**config.mk**
```make
export PLATFORM = sky130hd
export DESIGN_NAME = fast_map_sram_arbiter
export DESIGN_NICKNAME = d
export VERILOG_FILES = /design/src/rtl/fast_map_sram_arbiter.sv
export SDC_FILE = /design/constraint.sdc
export NUM_CORES = 1
export LEC_CHECK = 0
export ABC_AREA = 1
export CORE_MARGIN = 8
export CORE_UTILIZATION = 38
export CTS_CLUSTER_DIAMETER = 50
export DETAILED_ROUTE_END_ITERATION = 10
export GPL_TIMING_DRIVEN = 0
export PLACE_DENSITY = 0.86
export SYNTH_ARGS = -nofsm -noshare
export SYNTH_HDL_FRONTEND = slang
export SYNTH_SLANG_ARGS = --single-unit
export TNS_END_PERCENT = 30
```
**constraint.sdc**
```tcl
create_clock -name clk -period 1 [get_ports clk]
set_input_delay 0.2 -clock clk [delete_from_list [all_inputs] [get_ports clk]]
set_output_delay 0.2 -clock clk [all_outputs]
set_load 0.05 [all_outputs]
```
**src/rtl/fast_map_sram_arbiter.sv**
```systemverilog
// Round-robin req/gnt arbiter sharing the single-port FAST-map SRAM between the
// corner-score writer and the circle drawer, with registered commands and read return.
module fast_map_sram_arbiter #(
    parameter int unsigned ADDR_W = 4,
    parameter int unsigned DATA_W = 1,
    parameter int unsigned RD_LAT = 1
) (
    input  logic              clk,
    input  logic              n_rst,
    input  logic              wr_req,
    input  logic [ADDR_W-1:0] wr_x,
    input  logic [ADDR_W-1:0] wr_y,
    input  logic [DATA_W-1:0] wr_data,
    output logic              wr_gnt,
    input  logic              rd_req,
    input  logic [ADDR_W-1:0] rd_x,
    input  logic [ADDR_W-1:0] rd_y,
    output logic              rd_gnt,
    output logic              rd_valid,
    output logic [DATA_W-1:0] rd_data,
    output logic              sram_we,
    output logic              sram_re,
    output logic [ADDR_W-1:0] sram_x,
    output logic [ADDR_W-1:0] sram_y,
    output logic [DATA_W-1:0] sram_wdata,
    input  logic [DATA_W-1:0] sram_rdata,
    output logic              idle
);

    typedef enum logic {
        PREF_WR = 1'b0,
        PREF_RD = 1'b1
    } arb_state_e;

    arb_state_e        state;
    arb_state_e        state_nxt;
    logic [RD_LAT-1:0] vpipe;
    logic [RD_LAT:0]   vpipe_ext;

    // Arbitration state register
    always_ff @(posedge clk or negedge n_rst) begin
        if (!n_rst) begin
            state <= PREF_WR;
        end else begin
            state <= state_nxt;
        end
    end

    // Grant decode; grants are suppressed while reset is asserted
    always_comb begin
        wr_gnt    = 1'b0;
        rd_gnt    = 1'b0;
        state_nxt = state;
        if (n_rst) begin
            case (state)
                PREF_WR: begin
                    if (wr_req) begin
                        wr_gnt    = 1'b1;
                        state_nxt = PREF_RD;
                    end else if (rd_req) begin
                        rd_gnt    = 1'b1;
                        state_nxt = PREF_WR;
                    end
                end
                PREF_RD: begin
                    if (rd_req) begin
                        rd_gnt    = 1'b1;
                        state_nxt = PREF_WR;
                    end else if (wr_req) begin
                        wr_gnt    = 1'b1;
                        state_nxt = PREF_RD;
                    end
                end
                default: state_nxt = PREF_WR;
            endcase
        end
    end

    // Registered SRAM command; address/data hold when nothing is granted
    always_ff @(posedge clk or negedge n_rst) begin
        if (!n_rst) begin
            sram_we    <= 1'b0;
            sram_re    <= 1'b0;
            sram_x     <= '0;
            sram_y     <= '0;
            sram_wdata <= '0;
        end else begin
            sram_we <= wr_gnt;
            sram_re <= rd_gnt;
            if (wr_gnt) begin
                sram_x     <= wr_x;
                sram_y     <= wr_y;
                sram_wdata <= wr_data;
            end else if (rd_gnt) begin
                sram_x <= rd_x;
                sram_y <= rd_y;
            end
        end
    end

    // Top bit of the extended vector is the pipe tail: SRAM data is valid this cycle
    assign vpipe_ext = {vpipe, sram_re};

    always_ff @(posedge clk or negedge n_rst) begin
        if (!n_rst) begin
            vpipe    <= '0;
            rd_valid <= 1'b0;
            rd_data  <= '0;
            idle     <= 1'b1;
        end else begin
            vpipe    <= vpipe_ext[RD_LAT-1:0];
            rd_valid <= vpipe_ext[RD_LAT];
            if (vpipe_ext[RD_LAT]) begin
                rd_data <= sram_rdata;
            end
            idle <= !wr_gnt && !rd_gnt && !sram_re && (vpipe == '0);
        end
    end

endmodule

```
==> impl_metrics.env, run 1 <==
export IMPL_status="complete, but fails checks"
export IMPL_violations="negative setup slack"
export IMPL_hold_class="in -> async"
export IMPL_gp_congestion=0.745
export IMPL_nFillCells=154
export IMPL_grt_busiest_layer="met2"
export IMPL_setup_viol=26
export IMPL_clk_latency_ns=0.28
export IMPL_crit_fanout=2
export IMPL_ys_seq_area_frac=0.547
export IMPL_hold_slack_ns=0.180
export IMPL_cp_end_kind="primary output"
export IMPL_grt_overflow_total=0
export IMPL_ant_nets=0
export IMPL_synthCells=83
export IMPL_vias_per_cell=4.52
export IMPL_htreeDepth=1
export IMPL_final_layout_size_suffix_gt1_frac=0.346
export IMPL_tns_ns=-2.20
export IMPL_pre_cts_ws_ns=-1.96
export IMPL_drt_first_pass_iters=4
export IMPL_postLayoutCoreUtil=0.719
export IMPL_clk_pin_slew_ns=0.10
export IMPL_cts_root_buf="clkbuf_4"
export IMPL_initial_utilization=0.390
export IMPL_worstPathArrival_ns=1.14
export IMPL_r2r_start="state$_DFFE_PN0P_"
export IMPL_core_sq_mm=0.00188
export IMPL_synth_top_cell_area_share=0.511
export IMPL_synth_ff_type="dfrtp_1"
export IMPL_worstPathRequired_ns=0.80
export IMPL_dieArea_sq_mm=0.00360
export IMPL_grtUsageMet3=0.0301
export IMPL_routedWlPerCell_microns=14.7
export IMPL_met1_usage=0.168
export IMPL_max_cap_viol_count=0
export IMPL_antenna_found_initial=0
export IMPL_vias=737
export IMPL_timing_fmax_mhz=747
export IMPL_fin_skew_ns=0.000787
export IMPL_finalHoldViolations=0
export IMPL_yosys_warnings=0
export IMPL_power_mw=2.10
export IMPL_area_growth_pct=84.3
export IMPL_rsz0062_at_grt="true"
export IMPL_drtIter0Drc=19
export IMPL_io_buffers=37
export IMPL_finalCriticalPeriod_ns=1.34
export IMPL_ir_drop_v=0.000903
export IMPL_synth_largest_area_cell="dfrtp_1"
export IMPL_die_x_microns=60.0
export IMPL_nNetsFinal=159
export IMPL_ios=38
export IMPL_p_per_area_mw_per_mm2=1550
export IMPL_yosysUniqueCellTypes=14
export IMPL_cts_tree="built"
export IMPL_syn_avg_cell_area_sq_um=8.85
export IMPL_ctsLongestPathBuffers=2
export IMPL_wirelength_microns=2390
export IMPL_timing_final_ws_setup_ns=-0.338
export IMPL_grt_pass1_wl_microns=3990
export IMPL_syn_num_nets=105
export IMPL_track_usage=0.150
export IMPL_dp_hpwl_microns=1590
export IMPL_crit_start="state$_DFFE_PN0P_"
export IMPL_die_h_microns=60.0
export IMPL_timing_final_crit_share=1.34
export IMPL_synth_edff_count=0
export IMPL_synthTopCellsByArea="dfrtp_1, nand3b_1, nor2_1"
export IMPL_ys_async_sr_fraction=1.00
export IMPL_rows=16
export IMPL_synth_seq_cells=16
export IMPL_worst_pin_slew_ns=0.730
export IMPL_grt_max_degree=16
export IMPL_leakage_nw=0.699
export IMPL_path_class="reg -> out"
export IMPL_use_met2=0.271
export IMPL_slew_headroom=0.514
export IMPL_cts_buffers_inserted=3
export IMPL_first_global_vias=811
export IMPL_syn_area_sq_um=734
export IMPL_crit_path_start_kind="register"
export IMPL_diodes=0
export IMPL_maxSlewViolCount=0
export IMPL_drc=0
export IMPL_cts_sinks=16
-- flip-flops by register name (all words and copies together) (netlist names) --
name,count
sram_re,1
idle,1
sram_x,4
vpipe,1
sram_we,1
rd_valid,1
sram_wdata,1
state,1
rd_data,1
sram_y,4
-- area by class of cell --
type / instances / area [sq um] / area share
Timing Repair Buffer: 49 / 513 / 0.379
Sequential cell: 16 / 402 / 0.297
Multi-Input combinational cell: 53 / 308 / 0.227
Inverter: 14 / 61.3 / 0.0453
Clock buffer: 4 / 36.3 / 0.0268
Tap cell: 27 / 33.8 / 0.0250
-- per-layer routing --
| layer | routed length (microns) | part of all wire |
|---|---|---|
| met5 | 0 | 0 |
| met3 | 148 | 0.062 |
| met2 | 1330 | 0.56 |
| met1 | 879 | 0.37 |
| met4 | 31 | 0.013 |
-- cell usage in the layout, fill, tap and decap left out --
cell type | netlist | final
mux2_2 | 1 | 1
nor3_1 | 1 | 1
clkinv_4 | 1 | 1
inv_2 | 2 | 2
nand3_2 | 0 | 1
nand2_2 | 3 | 2
buf_6 | 0 | 18
nor2_1 | 16 | 16
dlygate4sd3_1 | 0 | 1
nand3_1 | 8 | 7
clkbuf_4 | 0 | 3
clkinvlp_4 | 0 | 1
o21ai_2 | 1 | 1
dlygate4sd2_1 | 0 | 2
inv_1 | 11 | 10
clkbuf_8 | 0 | 1
dfstp_2 | 1 | 1
nand2_4 | 2 | 6
buf_8 | 0 | 3
dlymetal6s4s_1 | 0 | 1
dfrtp_1 | 15 | 15
nand3b_1 | 8 | 8
nand2_1 | 13 | 10
clkdlybuf4s50_1 | 0 | 18
buf_4 | 0 | 6
-- critical path, stage by stage, from the launching register on --
cell     delay (ns)
dfrtp_1        0.40
buf_6          0.13
nand2_4        0.08
nand2_4        0.05
inv_2          0.06
buf_8          0.14
-- where the power goes --
part / leakage [nW] / internal (mW) / total [mW] / switching, mW
registers: 0.186 / 0.732 / 0.793 / 0.0601
clock network: 0.0210 / 0.221 / 0.440 / 0.218
logic: 0.492 / 0.370 / 0.869 / 0.499
total: 0.699 / 1.32 / 2.10 / 0.777
-- stage by stage --
step	cells	cell area (sq um)
after global routing	163	1350
after CTS	159	1290
after detailed placement	147	1140
after global placement	147	1140
final	163	1350
after floorplan	83	741
-- worst paths after layout --
path	depth (start not counted)	slack [ns]	to
max	5	-0.34	wr_gnt
max in group asynchronous	2	0.37	sram_y[2]$_DFFE_PN0P_
min	2	0.18	sram_wdata$_DFFE_PN0N_
min in group clk	4	0.25	idle$_DFF_PN1_
min reg2reg	0	0.43	rd_valid$_DFF_PN0_
max reg2reg	7	-0.09	sram_x[0]$_DFFE_PN0P_
-- cells in the mapped netlist, types with 2 or more instances --
| library cell | number |
|---|---|
| nand3b_1 | 8 |
| dfrtp_1 | 15 |
| nand2_4 | 2 |
| nand2_2 | 3 |
| inv_2 | 2 |
| nor2_1 | 16 |
| nand2_1 | 13 |
| nand3_1 | 8 |
| inv_1 | 11 |
-- logic make-up after synthesis --
| logic type | count (synthesis) | synth area share |
|---|---|---|
| compound gates | 1 | 0.0119 |
| simple gates | 51 | 0.348 |
| mux | 1 | 0.0153 |
| buf+inv | 14 | 0.0784 |
| flops | 16 | 0.547 |
-- repair_timing --
item,CTS,global route
hold endpoints to repair,15,0
gates resized for setup,95,48
buffers inserted,6,4
pin swaps,4,4
hold buffers,2,0
endpoints found under the setup margin,29,40
No activity file was read; power rests on OpenSTA's default activity.
==> inputs of run 2 (changes only) <==
CORE_UTILIZATION = 34   (was 38)
PLACE_DENSITY = 0.82   (was 0.86)
clock period = 1.15 ns   (was 1 ns; I/O delays follow)
==> impl_metrics.env, run 2 (synthesized netlist as in run 1, its figures left out) <==
export IMPL_status="complete, but fails checks"
export IMPL_violations="negative setup slack"
export IMPL_cp_end_kind="primary output"
export IMPL_layout_commonest_cell="clkdlybuf4s50_1"
export IMPL_leakage_nw=0.657
export IMPL_area_growth_pct=72.9
export IMPL_nNetsFinal=156
export IMPL_crit_path_start_kind="register"
export IMPL_crit_fanout=3
export IMPL_r2r_start="state$_DFFE_PN0P_"
export IMPL_p_int_mw=1.09
export IMPL_dieArea_sq_mm=0.00390
export IMPL_cp_slowest_cell="dfrtp_1"
export IMPL_grt_overflow_total=0
export IMPL_ant_nets=0
export IMPL_p_clk_frac=0.219
export IMPL_vias_per_cell=4.60
export IMPL_p_sw_mw=0.648
export IMPL_worstPathRequired_ns=0.92
export IMPL_comb_power_share=0.389
export IMPL_drt_first_pass_iters=4
export IMPL_p_per_area_mw_per_mm2=1370
export IMPL_track_usage=0.123
export IMPL_hold_class="in -> async"
export IMPL_crit_family="flip-flops"
export IMPL_reg2reg_depth=6
export IMPL_slew_headroom=0.536
export IMPL_clk_latency_ns=0.29
export IMPL_final_cells=161
export IMPL_cp_num_buf_inv=3
export IMPL_vias=740
export IMPL_diodes=0
export IMPL_ios=38
export IMPL_dp_hpwl_microns=1570
export IMPL_routedWlPerCell_microns=14.4
export IMPL_clk_pin_slew_ns=0.10
export IMPL_place_inst=148
export IMPL_finalCriticalPeriod_ns=1.35
export IMPL_max_cap_viol_count=0
export IMPL_gp_congestion=0.709
export IMPL_htreeDepth=1
export IMPL_ir_drop_v=0.000879
export IMPL_cts_sinks=16
export IMPL_r2r_slack_ns=0.09
export IMPL_sequentialPowerShare=0.392
export IMPL_setup_viol=7
export IMPL_timing_final_crit_share=1.18
export IMPL_timing_final_ws_setup_ns=-0.203
export IMPL_fin_area_sq_mm=0.00127
export IMPL_reg_top3="sram_x: 4 flops, sram_y: 4 flops"
export IMPL_placed_area_sq_mm=0.00114
export IMPL_rsz0062_at_grt="true"
export IMPL_die_h_microns=62.5
export IMPL_drc=0
export IMPL_finalHoldViolations=0
export IMPL_grt_pass1_wl_microns=3840
export IMPL_first_global_vias=783
export IMPL_power_mw=1.74
export IMPL_final_layout_size_suffix_gt1_frac=0.316
export IMPL_worstPathArrival_ns=1.12
export IMPL_core_sq_mm=0.00213
export IMPL_antenna_found_initial=0
export IMPL_ctsLongestPathBuffers=2
export IMPL_cts_tree="built"
export IMPL_netSwitchingFraction=0.373
export IMPL_die_x_microns=62.5
export IMPL_most_common_layout_cells="clkdlybuf4s50_1, nor2_1, buf_4, dfrtp_1, nand2_1"
export IMPL_timing_fmax_mhz=739
export IMPL_critPathMaxStageDelay_ns=0.44
export IMPL_initial_utilization=0.345
export IMPL_grt_max_degree=16
export IMPL_path_class="reg -> out"
export IMPL_cts_buffers_inserted=3
export IMPL_drtIter0Drc=13
export IMPL_worst_pin_slew_ns=0.696
export IMPL_r2r_end="sram_y[1]$_DFFE_PN0P_"
export IMPL_cts_root_buf="clkbuf_4"
export IMPL_fin_skew_ns=0.00338
export IMPL_maxSlewViolCount=0
export IMPL_io_buffers=37
export IMPL_rows=17
export IMPL_wirelength_microns=2330
export IMPL_crit_chain="inv_2 > nand2_2 > nand2_4 > inv_4 > buf_8"
## run 2: changes by cell type in the layout (fill, tap and decap cells not counted), sizes merged
cell           delta
inv               +1
buf               -8
clkbuf            +1
clkdlybuf4s15     +4
clkinvlp          -1
## run 2: layout make-up
class,count,area [sq um]
sequential,16,402
timing repair buffer,46,442
tap,28,35.0
clock buffer,4,36.3
inverter,14,62.6
multi-input combinational,53,293
fill,188,857
## run 2: metal layers
metal	global-route usage	part of all wire	routed length [microns]
met5	0	0	0
met4	0.0627	0	0
met3	0.0323	0.034	78
met2	0.226	0.57	1330
met1	0.124	0.39	912
## run 2: how the worst max path moves through the flow
stage	start	cells past startpoint	to
final	state$_DFFE_PN0P_	5	rd_gnt
after global routing	state$_DFFE_PN0P_	5	rd_gnt
after CTS	state$_DFFE_PN0P_	5	rd_gnt
after detailed placement	n_rst	6	rd_gnt
after global placement	n_rst	6	rd_gnt
after floorplan	state$_DFFE_PN0P_	4	rd_gnt
## run 2: per-stage QoR
| step | setup WS (ns) | util | TNS [ns] | hold WS, ns |
|---|---|---|---|---|
| 2_1_floorplan | 0.00111 | - | 0 | -0.0656 |
| 6_report | -0.203 | 0.597 | -0.731 | 0.207 |
| 5_1_grt | -0.247 | 0.597 | -0.994 | 0.267 |
| 3_3_place_gp | -1.82 | 0.536 | -20.28 | 0.390 |
| 3_5_place_dp | -1.86 | 0.536 | -21.65 | 0.409 |
| 4_1_cts | -0.194 | 0.598 | -1.38 | 0.294 |
## run 2: power groups by stage
stage / registers [mW] / logic, mW / clock network, mW
global route: 0.688 / 0.711 / 0.413
floorplan: 0.912 / 0.147 / 0
detailed placement: 0.685 / 0.638 / 0
CTS: 0.678 / 0.671 / 0.381
global placement: 0.679 / 0.632 / 0
finish: 0.680 / 0.675 / 0.380
## run 2: timing repair
item                                    CTS  global route
hold buffers                              2             0
pin swaps                                 4             1
buffers inserted                          7             0
endpoints found under the hold margin    15             0
gates resized for setup                  83            30
endpoints found under the setup margin   29            29
==> inputs of run 3 (changes only) <==
CAP_MARGIN = 40   (was not set)
PLACE_DENSITY = 0.69   (was 0.82)
==> impl_metrics.env, run 3 (synthesized netlist as in run 1, its figures left out) <==
export IMPL_status="complete, but fails checks"
export IMPL_violations="negative setup slack"
export IMPL_path_class="reg -> out"
export IMPL_p_clk_frac=0.211
export IMPL_worstPathRequired_ns=0.92
export IMPL_postLayoutCoreUtil=0.619
export IMPL_placed_area_sq_mm=0.00115
export IMPL_slew_headroom=0.811
export IMPL_multi_input_area_sq_um=293
export IMPL_fin_skew_ns=0.000452
export IMPL_most_common_layout_cells="clkdlybuf4s50_1, nor2_1, buf_4"
export IMPL_p_int_mw=1.11
export IMPL_worstPathArrival_ns=1.10
export IMPL_vias=733
export IMPL_fin_area_sq_mm=0.00132
export IMPL_finalCriticalPeriod_ns=1.33
export IMPL_ir_drop_v=0.000830
export IMPL_cp_end_kind="primary output"
export IMPL_use_met2=0.188
export IMPL_comb_power_share=0.399
export IMPL_clk_latency_ns=0.28
export IMPL_hold_class="in -> async"
export IMPL_timing_final_ws_setup_ns=-0.180
export IMPL_dp_hpwl_microns=1480
export IMPL_grt_max_degree=11
export IMPL_cts_sinks=16
export IMPL_timing_final_crit_share=1.16
export IMPL_rsz0062_at_grt="true"
export IMPL_finalHoldViolations=0
export IMPL_place_inst=149
export IMPL_antenna_found_initial=0
export IMPL_gp_congestion=0.707
export IMPL_crit_fanout=3
export IMPL_wirelength_microns=2070
export IMPL_core_sq_mm=0.00213
export IMPL_drtIter0Drc=17
export IMPL_timing_fmax_mhz=752
export IMPL_vias_per_cell=4.44
export IMPL_layout_commonest_cell="clkdlybuf4s50_1"
export IMPL_grt_overflow_total=0
export IMPL_grtUsageMet3=0.0448
export IMPL_met1_usage=0.129
export IMPL_final_cells=165
export IMPL_cts_root_buf="clkbuf_4"
export IMPL_ios=38
export IMPL_drt_first_pass_iters=4
export IMPL_routedWlPerCell_microns=12.6
export IMPL_regArea_sq_um=402
export IMPL_reg_top3="sram_x: 4 flops, sram_y: 4 flops"
export IMPL_p_per_area_mw_per_mm2=1320
export IMPL_hold_slack_ns=0.136
export IMPL_setup_viol=9
export IMPL_maxSlewViolCount=0
export IMPL_cts_tree="built"
export IMPL_p_sw_mw=0.626
export IMPL_crit_path_start_kind="register"
export IMPL_area_growth_pct=79.2
export IMPL_nNetsFinal=160
export IMPL_max_cap_viol_count=0
export IMPL_grt_pass1_wl_microns=3690
export IMPL_clk_pin_slew_ns=0.09
export IMPL_rows=17
export IMPL_htreeDepth=1
export IMPL_track_usage=0.115
export IMPL_ctsLongestPathBuffers=2
export IMPL_worst_pin_slew_ns=0.285
export IMPL_ant_nets=0
export IMPL_grt_busiest_layer="met2"
export IMPL_diodes=0
export IMPL_die_x_microns=62.5
export IMPL_drc=0
export IMPL_initial_utilization=0.345
export IMPL_io_buffers=37
export IMPL_cts_buffers_inserted=3
export IMPL_first_global_vias=796
export IMPL_netSwitchingFraction=0.361
export IMPL_leakage_nw=0.676
export IMPL_sequentialPowerShare=0.390
export IMPL_die_h_microns=62.5
export IMPL_dieArea_sq_mm=0.00390
export IMPL_nFillCells=202
export IMPL_final_layout_size_suffix_gt1_frac=0.328
-- run 3: changes by cell type in the layout (fill, tap and decap cells not counted), sizes merged --
| cell | previous run | this run |
|---|---|---|
| dlymetal6s4s | 1 | 0 |
| dlygate4sd2 | 2 | 3 |
| buf | 19 | 21 |
| clkdlybuf4s15 | 4 | 6 |
-- run 3: per-stage QoR --
step	TNS [ns]	total power [mW]	setup slack (ns)
after detailed placement	-11.16	1.33	-1.36
after floorplan	0	1.06	0.00111
after CTS	-1.16	1.73	-0.190
final	-0.805	1.73	-0.180
after global placement	-22.53	1.31	-1.91
after global routing	-1.20	1.83	-0.239
-- run 3: path summary, 6_finish.rpt --
| path | end | from | slack, ns | depth (start not counted) |
|---|---|---|---|---|
| setup / recovery | rd_gnt | state$_DFFE_PN0P_ | -0.18 | 5 |
| hold reg to reg | vpipe$_DFF_PN0_ | sram_re$_DFF_PN0_ | 0.42 | 0 |
| max in group asynchronous | sram_x[2]$_DFFE_PN0P_ | n_rst | 0.61 | 2 |
| setup reg to reg | sram_x[2]$_DFFE_PN0P_ | state$_DFFE_PN0P_ | 0.10 | 6 |
| hold / removal | sram_x[0]$_DFFE_PN0P_ | n_rst | 0.14 | 3 |
| min in group clk | vpipe$_DFF_PN0_ | sram_re$_DFF_PN0_ | 0.42 | 0 |
-- run 3: worst max-delay path, cell delays in order, from the launching register on --
cell     delay, ns
dfrtp_1       0.43
inv_1         0.08
nand2_2       0.06
nand2_4       0.07
inv_4         0.04
buf_8         0.14
-- run 3: layout make-up --
cell class                 count  share of cell area
clock buffer                   4              0.0276
inverter                      14              0.0475
multi-input combinational     53               0.222
sequential                    16               0.305
tap                           28              0.0266
timing repair buffer          50               0.371
-- run 3: per-layer routing --
| layer | routed length, microns | up-vias |
|---|---|---|
| li1 | - | 366 |
| met1 | 894 | 337 |
| met2 | 993 | 28 |
| met3 | 149 | 2 |
| met4 | 36 | 0 |
| met5 | 0 | - |
-- run 3: power groups by stage --
stage	clock, mW	sequential (mW)	combinational (mW)
final	0.366	0.676	0.692
after global routing	0.400	0.688	0.738
after CTS	0.382	0.676	0.668
after global placement	0	0.682	0.632
after detailed placement	0	0.685	0.643
after floorplan	0	0.912	0.147
-- run 3: timing repair --
item                                    4_1_cts  5_1_grt
buffers inserted                              8        3
hold buffers                                  1        0
pin swaps                                     4        1
gates resized for setup                      84       16
endpoints found under the setup margin       27       15
hold endpoints to repair                      1        0
